===== config.mk =====
export PLATFORM = sky130hd
export DESIGN_NAME = adaptive_binarizer_flat
export DESIGN_NICKNAME = d
export VERILOG_FILES = /design/src/rtl/adaptive_binarizer_if.sv /design/src/rtl/adaptive_binarizer.sv /design/src/flat_wrapper.sv
export SDC_FILE = /design/constraint.sdc
export NUM_CORES = 1
export LEC_CHECK = 0
export BUFFER_PORTS_ARGS = -buffer_cell sky130_fd_sc_hd__buf_2
export CAP_MARGIN = 0
export CORE_MARGIN = 5
export CORE_UTILIZATION = 39
export CTS_BUF_LIST = sky130_fd_sc_hd__clkbuf_2
export DETAILED_ROUTE_END_ITERATION = 6
export GPL_ROUTABILITY_DRIVEN = 0
export MAX_ROUTING_LAYER = met4
export PLACE_DENSITY = 0.62
export SLEW_MARGIN = 20
export SYNTH_ARGS = -nofsm -noshare
export SYNTH_HDL_FRONTEND = slang
export SYNTH_SLANG_ARGS = --single-unit

===== constraint.sdc =====
create_clock -name iCLK -period 2.42 [get_ports iCLK]
set_clock_uncertainty 0.1 [all_clocks]
set_input_delay 0.484 -clock iCLK [delete_from_list [all_inputs] [get_ports iCLK]]
set_output_delay 0.484 -clock iCLK [all_outputs]
set_load 0.005 [all_outputs]

===== src/rtl/adaptive_binarizer_if.sv =====
// Pixel stream bundle for adaptive_binarizer.
// master: the upstream grayscale stage (drives pixels, reads results).
// slave : the binarizer itself.
// DATA_W must match the DATA_W of the attached adaptive_binarizer.
interface adaptive_binarizer_if #(
   parameter int DATA_W = 12
);
   logic              iFVAL;
   logic              iDVAL;
   logic [DATA_W-1:0] iDATA;
   logic              iMODE;
   logic [DATA_W-1:0] iTHR;
   logic              oDVAL;
   logic [DATA_W-1:0] oDATA;
   logic [DATA_W-1:0] oTHR;
   logic              oBUSY;

   modport master (
      output iFVAL, iDVAL, iDATA, iMODE, iTHR,
      input  oDVAL, oDATA, oTHR, oBUSY
   );

   modport slave (
      input  iFVAL, iDVAL, iDATA, iMODE, iTHR,
      output oDVAL, oDATA, oTHR, oBUSY
   );
endinterface


===== src/rtl/adaptive_binarizer.sv =====
// Pixel binarizer with fixed or frame-adaptive threshold.
// In adaptive mode a frame uses the truncated mean luminance of the previous
// frame, produced by a bit-serial restoring divider (one quotient bit/cycle).
// Optional build macro BINARIZER_HYST_EN adds per-pixel hysteresis of +/-HYST
// around the threshold; without it the compare is a plain strict "greater than".
module adaptive_binarizer #(
   parameter int DATA_W   = 12,
   parameter int INIT_THR = 947,
   parameter int CNT_W    = 24
`ifdef BINARIZER_HYST_EN
   ,parameter int HYST    = 16
`endif
) (
   input logic                 iCLK,
   input logic                 iRST,
   adaptive_binarizer_if.slave bus
);
   localparam int SUM_W = DATA_W + CNT_W;
   localparam int BC_W  = $clog2(SUM_W);
   localparam logic [DATA_W-1:0] THR_RST  = DATA_W'(INIT_THR);
   localparam logic [CNT_W-1:0]  CNT_MAX  = '1;
   localparam logic [BC_W-1:0]   LAST_BIT = BC_W'(SUM_W - 1);

   typedef enum logic [1:0] {S_IDLE, S_DIV, S_DONE} state_t;

   state_t state_q, state_d;

   logic              fval_q, fval_d;
   logic              dval_q, dval_d;
   logic [DATA_W-1:0] data_q, data_d;
   logic [DATA_W-1:0] thr_q, thr_d;
   logic [DATA_W-1:0] nthr_q, nthr_d;
   logic [SUM_W-1:0]  sum_q, sum_d;
   logic [CNT_W-1:0]  cnt_q, cnt_d;
   logic [SUM_W-1:0]  quot_q, quot_d;
   logic [CNT_W-1:0]  dvs_q, dvs_d;
   logic [CNT_W-1:0]  rem_q, rem_d;
   logic [BC_W-1:0]   bit_q, bit_d;
`ifdef BINARIZER_HYST_EN
   logic              s_q, s_d, s_cur;
`endif

   logic              frame_rise, frame_fall;
   logic              white;
   logic              busy, div_start, div_step, div_commit;
   logic [CNT_W:0]    rem_sh;
   logic              rem_ge;

`ifdef BINARIZER_HYST_EN
   // Upper band edge, clamped at full scale.
   function automatic logic [DATA_W-1:0] sat_add(input logic [DATA_W-1:0] a);
      logic [DATA_W:0] s;
      s = {1'b0, a} + (DATA_W+1)'(HYST);
      sat_add = s[DATA_W] ? '1 : s[DATA_W-1:0];
   endfunction

   // Lower band edge, clamped at zero.
   function automatic logic [DATA_W-1:0] sat_sub(input logic [DATA_W-1:0] a);
      logic [DATA_W:0] d;
      d = {1'b0, a} - (DATA_W+1)'(HYST);
      sat_sub = d[DATA_W] ? '0 : d[DATA_W-1:0];
   endfunction
`endif

   assign frame_rise = bus.iFVAL & ~fval_q;
   assign frame_fall = ~bus.iFVAL & fval_q;

   // Threshold selection at frame start and the one-cycle pixel compare;
   // a pixel on the rising-edge cycle already sees the newly loaded threshold.
   always_comb begin
      fval_d = bus.iFVAL;
      dval_d = bus.iDVAL;
      thr_d  = thr_q;
      if (frame_rise) thr_d = bus.iMODE ? nthr_q : bus.iTHR;
      white = 1'b0;
`ifdef BINARIZER_HYST_EN
      s_cur = frame_rise ? 1'b0 : s_q;
      s_d   = s_cur;
      if (bus.iDVAL) begin
         if (!s_cur) white = bus.iDATA > sat_add(thr_d);
         else        white = !(bus.iDATA < sat_sub(thr_d));
         s_d = white;
      end
`else
      white = bus.iDVAL && (bus.iDATA > thr_d);
`endif
      data_d = {DATA_W{white}};
   end

   // Per-frame sum/count of valid pixels; saturate at the count limit, clear at frame end.
   always_comb begin
      sum_d = sum_q;
      cnt_d = cnt_q;
      if (frame_fall) begin
         sum_d = '0;
         cnt_d = '0;
      end else if (bus.iFVAL && bus.iDVAL && (cnt_q != CNT_MAX)) begin
         sum_d = sum_q + SUM_W'(bus.iDATA);
         cnt_d = cnt_q + CNT_W'(1);
      end
   end

   // Divider state register.
   always_ff @(posedge iCLK or negedge iRST) begin
      if (!iRST) state_q <= S_IDLE;
      else       state_q <= state_d;
   end

   // Divider next state: a frame end while not idle is ignored.
   always_comb begin
      state_d = state_q;
      case (state_q)
         S_IDLE:  if (div_start) state_d = S_DIV;
         S_DIV:   if (bit_q == LAST_BIT) state_d = S_DONE;
         S_DONE:  state_d = S_IDLE;
         default: state_d = S_IDLE;
      endcase
   end

   // Divider control outputs.
   always_comb begin
      busy       = (state_q == S_DIV);
      div_step   = (state_q == S_DIV);
      div_commit = (state_q == S_DONE);
      div_start  = (state_q == S_IDLE) && frame_fall && (cnt_q != '0);
   end

   // Restoring division: dividend shifts out of quot MSB-first while quotient bits shift in.
   always_comb begin
      quot_d = quot_q;
      dvs_d  = dvs_q;
      rem_d  = rem_q;
      bit_d  = bit_q;
      nthr_d = nthr_q;
      rem_sh = {rem_q, quot_q[SUM_W-1]};
      rem_ge = rem_sh >= {1'b0, dvs_q};
      if (div_start) begin
         quot_d = sum_q;
         dvs_d  = cnt_q;
         rem_d  = '0;
         bit_d  = '0;
      end else if (div_step) begin
         rem_d  = rem_ge ? CNT_W'(rem_sh - {1'b0, dvs_q}) : rem_sh[CNT_W-1:0];
         quot_d = {quot_q[SUM_W-2:0], rem_ge};
         bit_d  = bit_q + BC_W'(1);
      end
      // The mean never exceeds the largest pixel, so the low DATA_W bits hold it exactly.
      if (div_commit) nthr_d = quot_q[DATA_W-1:0];
   end

   // Datapath and control registers.
   always_ff @(posedge iCLK or negedge iRST) begin
      if (!iRST) begin
         fval_q <= 1'b0;
         dval_q <= 1'b0;
         data_q <= '0;
         thr_q  <= THR_RST;
         nthr_q <= THR_RST;
         sum_q  <= '0;
         cnt_q  <= '0;
         quot_q <= '0;
         dvs_q  <= '0;
         rem_q  <= '0;
         bit_q  <= '0;
`ifdef BINARIZER_HYST_EN
         s_q    <= 1'b0;
`endif
      end else begin
         fval_q <= fval_d;
         dval_q <= dval_d;
         data_q <= data_d;
         thr_q  <= thr_d;
         nthr_q <= nthr_d;
         sum_q  <= sum_d;
         cnt_q  <= cnt_d;
         quot_q <= quot_d;
         dvs_q  <= dvs_d;
         rem_q  <= rem_d;
         bit_q  <= bit_d;
`ifdef BINARIZER_HYST_EN
         s_q    <= s_d;
`endif
      end
   end

   assign bus.oDVAL = dval_q;
   assign bus.oDATA = data_q;
   assign bus.oTHR  = thr_q;
   assign bus.oBUSY = busy;
endmodule


===== src/flat_wrapper.sv =====
// flat-port wrapper written by rule: the top's interface ports become plain ports
module adaptive_binarizer_flat 
#(
   parameter int DATA_W   = 12,
   parameter int INIT_THR = 947,
   parameter int CNT_W    = 24

)
  (iCLK, iRST, bus_iFVAL, bus_iDVAL, bus_iDATA, bus_iMODE, bus_iTHR, bus_oDVAL, bus_oDATA, bus_oTHR, bus_oBUSY);
  adaptive_binarizer_if #(.DATA_W(DATA_W)) bus_i ();
  input logic iCLK;
  input logic iRST;
  input wire logic [$bits(bus_i.iFVAL)-1:0] bus_iFVAL;
  input wire logic [$bits(bus_i.iDVAL)-1:0] bus_iDVAL;
  input wire logic [$bits(bus_i.iDATA)-1:0] bus_iDATA;
  input wire logic [$bits(bus_i.iMODE)-1:0] bus_iMODE;
  input wire logic [$bits(bus_i.iTHR)-1:0] bus_iTHR;
  output wire logic [$bits(bus_i.oDVAL)-1:0] bus_oDVAL;
  output wire logic [$bits(bus_i.oDATA)-1:0] bus_oDATA;
  output wire logic [$bits(bus_i.oTHR)-1:0] bus_oTHR;
  output wire logic [$bits(bus_i.oBUSY)-1:0] bus_oBUSY;
  assign bus_i.iFVAL = bus_iFVAL;
  assign bus_i.iDVAL = bus_iDVAL;
  assign bus_i.iDATA = bus_iDATA;
  assign bus_i.iMODE = bus_iMODE;
  assign bus_i.iTHR = bus_iTHR;
  assign bus_oDVAL = bus_i.oDVAL;
  assign bus_oDATA = bus_i.oDATA;
  assign bus_oTHR = bus_i.oTHR;
  assign bus_oBUSY = bus_i.oBUSY;
  adaptive_binarizer #(.DATA_W(DATA_W), .INIT_THR(INIT_THR), .CNT_W(CNT_W)) u_core (.iCLK(iCLK), .iRST(iRST), .bus(bus_i));
endmodule

==> metrics.txt, run 1 <==
RR Endpoint u_core.rem_q[5]$_DFFE_PN0P_; fin crit share 114%; 1st-iter DRT viols 529; vias 8921; global route total overflow 0; critical path class flip-flop to flip-flop; Worst Reg-to-Reg Cells 9; Fillers 2361; largest net degree at the start of global routing 61; Area after DPL 12300 um2; CP max-delay cell dfrtp_1; Initial Util 39.2%; clk root buf clkbuf_2; Worst Tran Pin Value 569 ps; dpl ws -484 ps; Fmax achieved 362 MHz; Mapped Nets 1192; ys flop type dfrtp_1; global-route wire length before repair 44500 um; # DRC 0; GRT Util Overall 19.2%; die area 29300 um2; Worst-path clk slew 360 ps; share of flip-flops with an asynchronous set or reset 100%; Total Nets Final 1459; Die Span X 171 um; R2R Setup Slk -340 ps; EDFF count, synth 0; Sequential Area 4500 um2; unrepaired setup endpoints after global routing true; Core Box Area 25800 um2; Detailed Place HPWL 18700 um; drt wl/cell 15.7 um; crit path launch type flip-flop; cell family with the largest share of critical-path delay compound AO/OA/AOI/OAI gates; num ports 55; Max FO, Critical Path 7; final hold vios 0; CTS HTree Levels 4; Multi-input gate area 5730 um2; Yosys reg bits 179; Area growth, synth to finish 34.6%; post-synthesis cell type count 66; PortBufs 54; vias in the first global route 9008; Post-Syn Instances 1110; Pleak 6.43 nW; crit path time final 2760 ps; Critical Path RT 3010 ps; CTS tree built; Max Buffers Root-to-Sink 2; DRT Wirelength 27100 um; Post-DRT Antenna Nets 0; clk sinks 179; Syn. warnings 0; r2r startpoint u_core.rem_q[8]$_DFFE_PN0P_; PwrDens 1280 nW/um2; DIE HEIGHT 171 um; vias per inst 5.17; arrival time at the worst endpoint 3360 ps; row cnt 59; status finished with violations; worst setup margin -343 ps; VDD IR max 941 uV; layout cell share with drive strength beyond 1 32.5%; Slew HR 62.0%; failing checks setup timing; Min-Delay Path Class primary input to async pin; sequential area share after synthesis 44.3%; initial antenna violation count 1; utilization after layout 52.8%; fin area 13700 um2; worst path cell trace ha_4, nand2_2, or3_4, o41a_1, o31ai_1, a21o_2, buf_12, mux2i_2, o21ai_1; synthesized area 10100 um2; Pins Over Slew Limit 0; syn_area_per_cell 9.13 um2; max incr delay on CP 480 ps; total CTS buffers 17; final setup fails 45; crit path buf inv count 1; clk_lat worst skew 830 ps; first drt pass iteration count 5; Worst setup EP type flip-flop; number of max-cap violations 0
[Yosys cell counts, drive strengths merged (19+ instances only)]
library cell,n,area [um2]
nand2,191,722
a22oi,35,263
xor2,29,254
clkbuf,39,146
xnor2,36,315
a21oi,43,215
nor3,19,95.1
mux2i,29,290
ha,51,638
buf,27,176
nand3,28,140
nand4,22,138
dfrtp,165,4130
nor2,76,285
o21ai,84,420
inv,56,210
[flip-flops by register name, indices dropped and copies added, names as in the netlist]
register          flops
u_core.nthr_q        12
u_core.quot_q        36
u_core.bus.oTHR      12
u_core.rem_q         24
u_core.state_q        2
u_core.bit_q          6
u_core.bus.oDVAL      1
u_core.fval_q         1
u_core.sum_q         36
u_core.dvs_q         24
u_core.bus.oDATA      1
u_core.cnt_q         24
[layout by cell type (no fill, tap or decap), types with 11 or more instances in the layout]
cell           Yosys  routed
a21oi_1           43      30
clkbuf_2           0      17
nand3_1           28      24
xor2_1            29      29
nor3_1            19      13
buf_2              9      53
buf_4             11     211
mux2_2            13      13
o21ai_1            8      26
nand4_1           22      22
o21a_1            17      17
o21ai_0           76      51
ha_1              51      40
dlygate4sd3_1      0      21
buf_6              3      15
buf_12             0      11
nand2_1          189     186
xnor2_1           36      33
a21oi_2            0      11
dfstp_2           14      14
ha_4               0      11
dfrtp_1          165     163
a22oi_1           35      35
a21o_1            16      16
nor2_1            76      72
inv_1             56      52
mux2i_1           29      27
[metal layers]
| metal | share of wire, % | up-vias | GRT usage (%) |
|---|---|---|---|
| met5 | 0 | - | - |
| met4 | 1.7 | 0 | 5.06 |
| met3 | 2.3 | 30 | 2.99 |
| met2 | 50 | 116 | 32.5 |
| met1 | 46 | 4367 | 24.1 |
| li1 | - | 4408 | - |
[worst max path at each step]
stage                                 from                      endpoint  cells after the start
6_report       u_core.rem_q[8]$_DFFE_PN0P_   u_core.rem_q[5]$_DFFE_PN0P_                      9
4_1_cts        u_core.rem_q[6]$_DFFE_PN0P_   u_core.rem_q[1]$_DFFE_PN0P_                     11
5_1_grt        u_core.rem_q[6]$_DFFE_PN0P_   u_core.rem_q[5]$_DFFE_PN0P_                     11
3_5_place_dp   u_core.rem_q[6]$_DFFE_PN0P_  u_core.rem_q[19]$_DFFE_PN0P_                     11
2_1_floorplan  u_core.rem_q[4]$_DFFE_PN0P_  u_core.rem_q[20]$_DFFE_PN0P_                     11
3_3_place_gp   u_core.rem_q[6]$_DFFE_PN0P_  u_core.rem_q[19]$_DFFE_PN0P_                     11
[per-stage QoR]
stage / hold WS, ps / TNS, ps / total power [mW] / instances
after floorplan: 88.4 / -3120 / 10.4 / 1110
after global placement: 362 / -13240 / 14.2 / 1635
after detailed placement: 363 / -15470 / 14.4 / 1635
after CTS: 18.1 / -8130 / 16.8 / 1715
after global routing: 7.64 / -14260 / 18.9 / 1726
final: 81.5 / -8660 / 17.5 / 1726
[report_power, final]
group	switching, mW	leakage, nW	internal [mW]
Combinational	5.54	3.94	5.78
Sequential	0.570	2.33	3.92
Clock	1.25	0.158	0.447
Total	7.36	6.43	10.1
[what timing repair did]
item,in CTS,in global routing
buffers inserted,24,14
endpoints found under the setup margin,60,72
hold buffers,21,0
gates cloned,3,1
pin swaps,26,67
hold endpoints to repair,189,0
resized for setup,45,80
[area by class of cell]
type | instances | share of cell area [%]
timing repair buffer | 314 | 18.4
tap | 335 | 3.07
clock buffer | 17 | 0.623
multi-input combinational | 809 | 42.0
inverter | 56 | 1.56
sequential | 179 | 33.0
clock inverter | 15 | 1.36
antenna | 1 | 0.0183
[cell families (layout without fill, tap and decap cells)]
family | count (synthesis) | in the layout | synth area share [%]
AND/OR/NAND/NOR | 398 | 398 | 17.8
XOR/XNOR | 65 | 65 | 5.61
flip-flops | 179 | 179 | 44.3
adder cells (fa/ha/maj) | 53 | 53 | 6.69
buffers and inverters | 122 | 402 | 5.26
other | 0 | 1 | 0
multiplexers | 42 | 42 | 4.31
AO/OA/AOI/OAI | 251 | 251 | 16.0
Power figures use the tool's default switching activity.
==> run 2, diff against run 1 <==
CORE_UTILIZATION = 30   (was 39)
PLACE_DENSITY = 0.55   (was 0.62)
==> metrics.txt, run 2 <==
clk root buf clkbuf_2; largest net degree at the start of global routing 64 (+4.9%); initial antenna violation count 1 (unchanged); placed insts 1740 (+6.4%); EDFF count, synth 0 (unchanged); Mapped Nets 1192 (unchanged); CTS HTree Levels 4 (unchanged); Yosys top cell area share 40.7% (unchanged); PortBufs 54 (unchanged); Synth area leaders dfrtp_1, nand2_1, ha_1, o21ai_0, dfstp_2; Detailed Place HPWL 18900 um (+1.1%); global route total overflow 0 (unchanged); Syn. warnings 0 (unchanged); Worst endpoint, post-GRT repair u_core.rem_q[9]$_DFFE_PN0P_/D; ys flop type dfrtp_1; DIE HEIGHT 194 um (+13%); status did not finish; area leader, netlist dfrtp_1; post-synthesis cell type count 66 (unchanged); synthesized area 10100 um2 (unchanged); share of flip-flops with an asynchronous set or reset 100% (unchanged); syn_area_per_cell 9.13 um2 (unchanged); Area after DPL 12400 um2 (+0.46%); total CTS buffers 17 (unchanged); clk sinks 179 (unchanged); Err [ERROR DRT-0255] Maze Route cannot find path of net iCLK in worker of routeBox ( 144900 0 ) ( 193845 48300 ).; most common cell in the synthesized netlist nand2_1; Fail Step 5_2_route; Initial Util 30.3% (-8.9 points); row cnt 67 (+14%); Max Buffers Root-to-Sink 2 (unchanged); sequential area share after synthesis 44.3% (unchanged); num ports 55 (unchanged); global-route wire length before repair 45000 um (+0.93%); GRT Util Overall 14.7% (-4.5 points); vias in the first global route 8763 (-2.7%); Post-Syn Instances 1110 (unchanged); Die Span X 194 um (+13%); worst endpoint pin kind sequential cell input; Yosys reg bits 179 (unchanged); Post-synth top cells nand2_1, dfrtp_1, nor2_1, o21ai_0, inv_1
run 2: timing repair:
action,in CTS,in global routing
pin swaps,35,49
setup buffers,7,29
endpoints found under the hold margin,187,0
hold buffers,20,0
gates resized for setup,38,82
gates cloned,1,0
endpoints found under the setup margin,54,84
run 2: kinds of logic after synthesis:
kind of cell	synth area share, %
xor gates and xnor gates	5.61
buffers and inverters	5.26
and+or+nand+nor	17.8
muxes	4.31
adders and majority gates	6.69
DFF	44.3
AOI/OAI and AO/OA	16.0
run 2: through the flow:
stage	utilization (%)	TNS, ps	setup slack [ps]
4_1_cts	38.9	-8680	-335
5_1_grt	40.5	-13390	-404
2_1_floorplan	-	-3120	-194
3_3_place_gp	37.0	-13700	-432
3_5_place_dp	37.0	-15790	-426
run 2: metal layers:
metal and GRT usage (%):
met4 3.05, met2 23.3, met5 -, met1 20.1, met3 2.33
==> run 3, diff against run 2 <==
CORE_UTILIZATION = 20   (was 30)
CTS_BUF_LIST = default   (was sky130_fd_sc_hd__clkbuf_2)
MAX_ROUTING_LAYER = default   (was met4)
PLACE_DENSITY = default   (was 0.55)
PLACE_DENSITY_LB_ADDON = 0.15   (was default)
clock period = 3.1 ns   (was 2.42 ns; I/O delays follow)
==> metrics.txt, run 3 (synthesis gave the netlist of run 1 again) <==
status finished clean; Hold Worst Slack 116 ps; CTS Hold Bufs 0 (-100%); unrepaired setup endpoints after global routing false; # DRC 0; crit path from u_core.rem_q[9]$_DFFE_PN0P_; CP max-delay cell or3_4; r2r startpoint u_core.rem_q[9]$_DFFE_PN0P_; PwrDens 1000 nW/um2; Slew HR 50.3%; crit path time final 2860 ps; 1st-iter DRT viols 250; clk sinks 179 (unchanged); final setup fails 0; CTS HTree Levels 4 (unchanged); Die Span X 235 um (+21%); Core Box Area 50200 um2; crit path launch type flip-flop; global-route wire length before repair 46400 um (+3.3%); worst path cell trace ha_1, nand2_2, or3_4, a211oi_4, nor3_2, o31ai_1, a21o_2, buf_4, mux2i_1, o21ai_0; row cnt 82 (+22%); met3 routed WL 556 um; max incr delay on CP 420 ps; die area 55300 um2; final hold vios 0; setup_tns 0 ps; worst setup margin 240 ps; Initial Util 20.2% (-10 points); first drt pass iteration count 5; CTS tree built; clk root buf clkbuf_16; commonest non-fill, non-tap cell in the layout nand2_1; Worst setup EP type flip-flop; arrival time at the worst endpoint 3070 ps; drt wl/cell 15.2 um; RR Endpoint u_core.rem_q[15]$_DFFE_PN0P_; Pins Over Slew Limit 0; DRT Wirelength 28200 um; DIE HEIGHT 235 um (+21%); utilization after layout 24.1%; PortBufs 54 (unchanged); commonest non-fill, non-tap cells in the layout nand2_1, dfrtp_1, o21ai_0, nor2_1, inv_1; fin cells 1855; vias 7896; num ports 55 (unchanged); Critical Path RT 3310 ps; metal2 WL 13400 um; layout cell share with drive strength beyond 1 15.3%; Detailed Place HPWL 20000 um (+5.6%); Pleak 5.43 nW; Regs by FF count u_core.quot_q (36), u_core.sum_q (36); largest net degree at the start of global routing 82 (+28%); Total Nets Final 1252; Worst Tran Pin Value 746 ps; R2R Setup Slk 240 ps; uppermost layer routed met4; GRT Util Overall 10.3% (-4.4 points); vias per inst 4.26; Ant. Diodes 0; critical path class flip-flop to flip-flop; met1 wire length 14000 um; vias in the first global route 8218 (-6.2%); dpl ws 18.4 ps (+444 ps); Worst Reg-to-Reg Cells 10; Fmax achieved 350 MHz; Max FO, Critical Path 11; clk_lat worst skew 450 ps; global route total overflow 0 (unchanged); Min-Delay Path Class primary input to async pin; fin crit share 92.3%; initial antenna violation count 0 (-1); Post-DRT Antenna Nets 0; Area growth, synth to finish 19.2%; Worst-path clk slew 70 ps; total CTS buffers 17 (unchanged); number of max-cap violations 0; placed insts 1822 (+4.7%); Max Buffers Root-to-Sink 2 (unchanged); VDD IR max 399 uV
## run 3: critical path: cells and delay by family (launching register included)
kind / cells / cell delay, ps
AOI/OAI and AO/OA: 4 / 800
and+or+nand+nor: 3 / 610
DFF: 1 / 410
adders and majority gates: 1 / 380
buffers and inverters: 1 / 220
muxes: 1 / 200
## run 3: timing repair
action / 4_1_cts / 5_1_grt
buffers inserted: 0 / 1
resized for setup: 0 / 6
endpoints found under the setup margin: 0 / 9
## run 3: metrics by stage
step	total power, mW	area [um2]
finish	12.1	12100
global route	13.2	12100
CTS	12.3	12100
detailed placement	9.82	11400
global placement	9.80	11400
floorplan	7.90	10100
## run 3: where the power goes
group / switching, mW / internal [mW] / total [mW] / leakage, nW
clock network: 1.01 / 1.36 / 2.37 / 0.310
registers: 0.452 / 3.07 / 3.52 / 2.33
logic: 3.56 / 2.64 / 6.20 / 2.79
## run 3: area by class of cell
| type | instances | area [um2] |
|---|---|---|
| clock buffer | 24 | 524 |
| clock inverter | 8 | 110 |
| inverter | 56 | 210 |
| fill | 5495 | 38100 |
| timing repair buffer | 107 | 752 |
| tap | 672 | 841 |
| sequential | 179 | 4500 |
| multi-input combinational | 809 | 5150 |
## run 3: worst max path at each step
stage	to	slack, ps	depth (start not counted)
2_1_floorplan	u_core.bus.oDATA[0]$_DFF_PN0_	180	12
3_3_place_gp	u_core.sum_q[28]$_DFFE_PN0P_	7	12
3_5_place_dp	u_core.sum_q[30]$_DFFE_PN0P_	20	12
4_1_cts	u_core.rem_q[23]$_DFFE_PN0P_	90	9
5_1_grt	u_core.rem_q[22]$_DFFE_PN0P_	9	10
6_report	u_core.rem_q[15]$_DFFE_PN0P_	240	10
## run 3: layer usage
| layer | vias up | track usage (%) |
|---|---|---|
| met1 | 3848 | 14.1 |
| met4 | 0 | 1.91 |
| met2 | 56 | 17.3 |
| li1 | 3981 | - |
| met5 | - | 0 |
| met3 | 11 | 1.91 |
==> run 4, diff against run 3 <==
clock period = 2.85 ns   (was 3.1 ns; I/O delays follow)
==> metrics.txt, run 4 (synthesis gave the netlist of run 1 again) <==
crit path time final 2720 ps (-137 ps); Max Buffers Root-to-Sink 2 (unchanged); global route total overflow 0 (unchanged); cell family with the largest share of critical-path delay compound AO/OA/AOI/OAI gates; Die Span X 235 um (unchanged); crit path launch type flip-flop; CP max-delay cell dfrtp_1; Slew HR 62.4% (+12 points); largest net degree at the start of global routing 58 (-29%); initial antenna violation count 0 (unchanged); first drt pass iteration count 4 (-1); Worst Tran Pin Value 564 ps (-182 ps); arrival time at the worst endpoint 2960 ps (-110 ps); clk_lat worst skew 450 ps (about the same); Most Crowded Layer GR met2; global-route wire length before repair 47500 um (+2.3%); Worst-path clk slew 70 ps (about the same); Total Nets Final 1309 (+4.6%); max incr delay on CP 370 ps (-50 ps); Max FO, Critical Path 4 (-7); Fmax achieved 367 MHz (+5.0%); Fillers 5465 (-0.55%); overall power 14.4 mW (+19%); met1 Usage GRT 14.5% (+0.40 points); Area after DPL 11800 um2 (+3.5%); 1st-iter DRT viols 395 (+58%); min-delay src bus_iDVAL; Worst setup EP type flip-flop; commonest non-fill, non-tap cell in the layout nand2_1; Area growth, synth to finish 25.6%; M3 GR Usage 2.06% (+0.15 points); Pleak 5.72 nW (+5.3%); met2 Use GR 17.5% (+0.27 points); Hold Worst Slack 239 ps (+123 ps); worst path cell trace inv_1, ha_2, fa_2, nor2b_2, o31a_1, o31a_1, o21ai_2, o21ai_2, a41oi_2, xnor2_1, a31o_1; num ports 55 (unchanged); Critical Path RT 3090 ps (-220 ps); Regs by FF count u_core.quot_q (36), u_core.sum_q (36); Multi-input gate area 5390 um2 (+4.6%); vias 8163 (+3.4%); fin crit share 95.5% (+3.3 points); r2r startpoint u_core.quot_q[35]$_DFFE_PN0P_; critical path class flip-flop to flip-flop; VDD IR max 425 uV (+6.4%); Sequential Area 4500 um2 (about the same); clk root buf clkbuf_16; PortBufs 54 (unchanged); status finished clean; Pins Over Slew Limit 0 (unchanged); DIE HEIGHT 235 um (unchanged); # DRC 0 (unchanged); GRT Util Overall 10.6% (+0.25 points); Detailed Place HPWL 20800 um (+3.8%); final hold vios 0 (unchanged); row cnt 82 (unchanged); unrepaired setup endpoints after global routing true; vias per inst 4.27 (+0.30%); drt wl/cell 15.3 um (+0.80%); utilization after layout 25.4% (+1.3 points); CTS tree built; crit path from u_core.quot_q[35]$_DFFE_PN0P_; Initial Util 20.2% (unchanged); PwrDens 1130 nW/um2 (+13%); CTS HTree Levels 4 (unchanged); Post-DRT Antenna Nets 0 (unchanged); DRT Wirelength 29300 um (+3.9%); total CTS buffers 17 (unchanged); clk sinks 179 (unchanged); fin area 12700 um2 (+5.4%); Min-Delay Path Class primary input to flip-flop; final setup fails 0 (unchanged); Core Box Area 50200 um2 (unchanged); number of max-cap violations 0 (unchanged); Ant. Diodes 0 (unchanged); die area 55300 um2 (unchanged); layout cell share with drive strength beyond 1 22.3% (+7.0 points); commonest non-fill, non-tap cells in the layout nand2_1, dfrtp_1, buf_4; vias in the first global route 8370 (+1.8%); crit path buf inv count 1 (unchanged)
-- run 4: cell types whose count changed in the layout (fill, tap and decap cells not counted), sizes merged --
cell,delta
buf,+54
clkinv,+3
bufinv,-2
clkbuf,+1
dlygate4sd3,+1
-- run 4: through the flow --
step / setup WS [ps] / setup TNS, ps / std cells
floorplan: 47.8 / 0 / 1110
global placement: -161 / -1900 / 1874
finish: 127 / 0 / 1912
detailed placement: -149 / -2080 / 1874
global route: -21.8 / -89.8 / 1912
CTS: 20.7 / 0 / 1907
-- run 4: final cells by class --
type / instances / share of cell area [%]
inverters: 56 / 1.65
clock inverters: 9 / 0.540
multi-input cells: 809 / 42.3
repair buffers: 164 / 9.67
clock buffers: 23 / 3.92
well taps: 672 / 6.60
flip-flops and latches: 179 / 35.3
-- run 4: worst register-to-register path, delay by kind of cell, from the launching register on --
kind	cells	cell delay (ps)
flops	1	370
xor+xnor	1	110
fa+ha+maj	2	450
simple gates	1	50
buf+inv	1	100
compound gates	6	1440
-- run 4: worst paths after layout --
check,end,slack [ps],cells past startpoint
worst min register to register,u_core.quot_q[28]$_DFFE_PN0P_,380,2
max in group asynchronous,u_core.nthr_q[8]$_DFFE_PN1N_,1350,3
worst max register to register,u_core.rem_q[20]$_DFFE_PN0P_,130,11
worst min-delay path,u_core.bus.oDVAL$_DFF_PN0_,240,1
worst max-delay path,u_core.rem_q[20]$_DFFE_PN0P_,130,11
min in group asynchronous,u_core.rem_q[13]$_DFFE_PN0P_,560,2
-- run 4: timing repair --
| action | CTS | global route |
|---|---|---|
| hold buffers | 1 | 0 |
| setup endpoints to repair | 5 | 43 |
| cloned | 0 | 3 |
| gates resized for setup | 3 | 61 |
| pin swaps | 0 | 8 |
| endpoints found under the hold margin | 19 | 0 |
| buffers inserted | 0 | 2 |
-- run 4: per-layer routing --
metal,vias to the layer above,wire length (um)
li1,4107,-
met1,3986,14500
met2,58,13900
met3,12,627
met4,0,231
met5,-,0
-- run 4: power by group --
part / switching (mW) / total (mW) / leakage (nW) / internal [mW]
registers: 0.514 / 3.86 / 2.33 / 3.34
logic: 4.36 / 8.23 / 3.11 / 3.87
clock network: 1.11 / 2.36 / 0.281 / 1.25
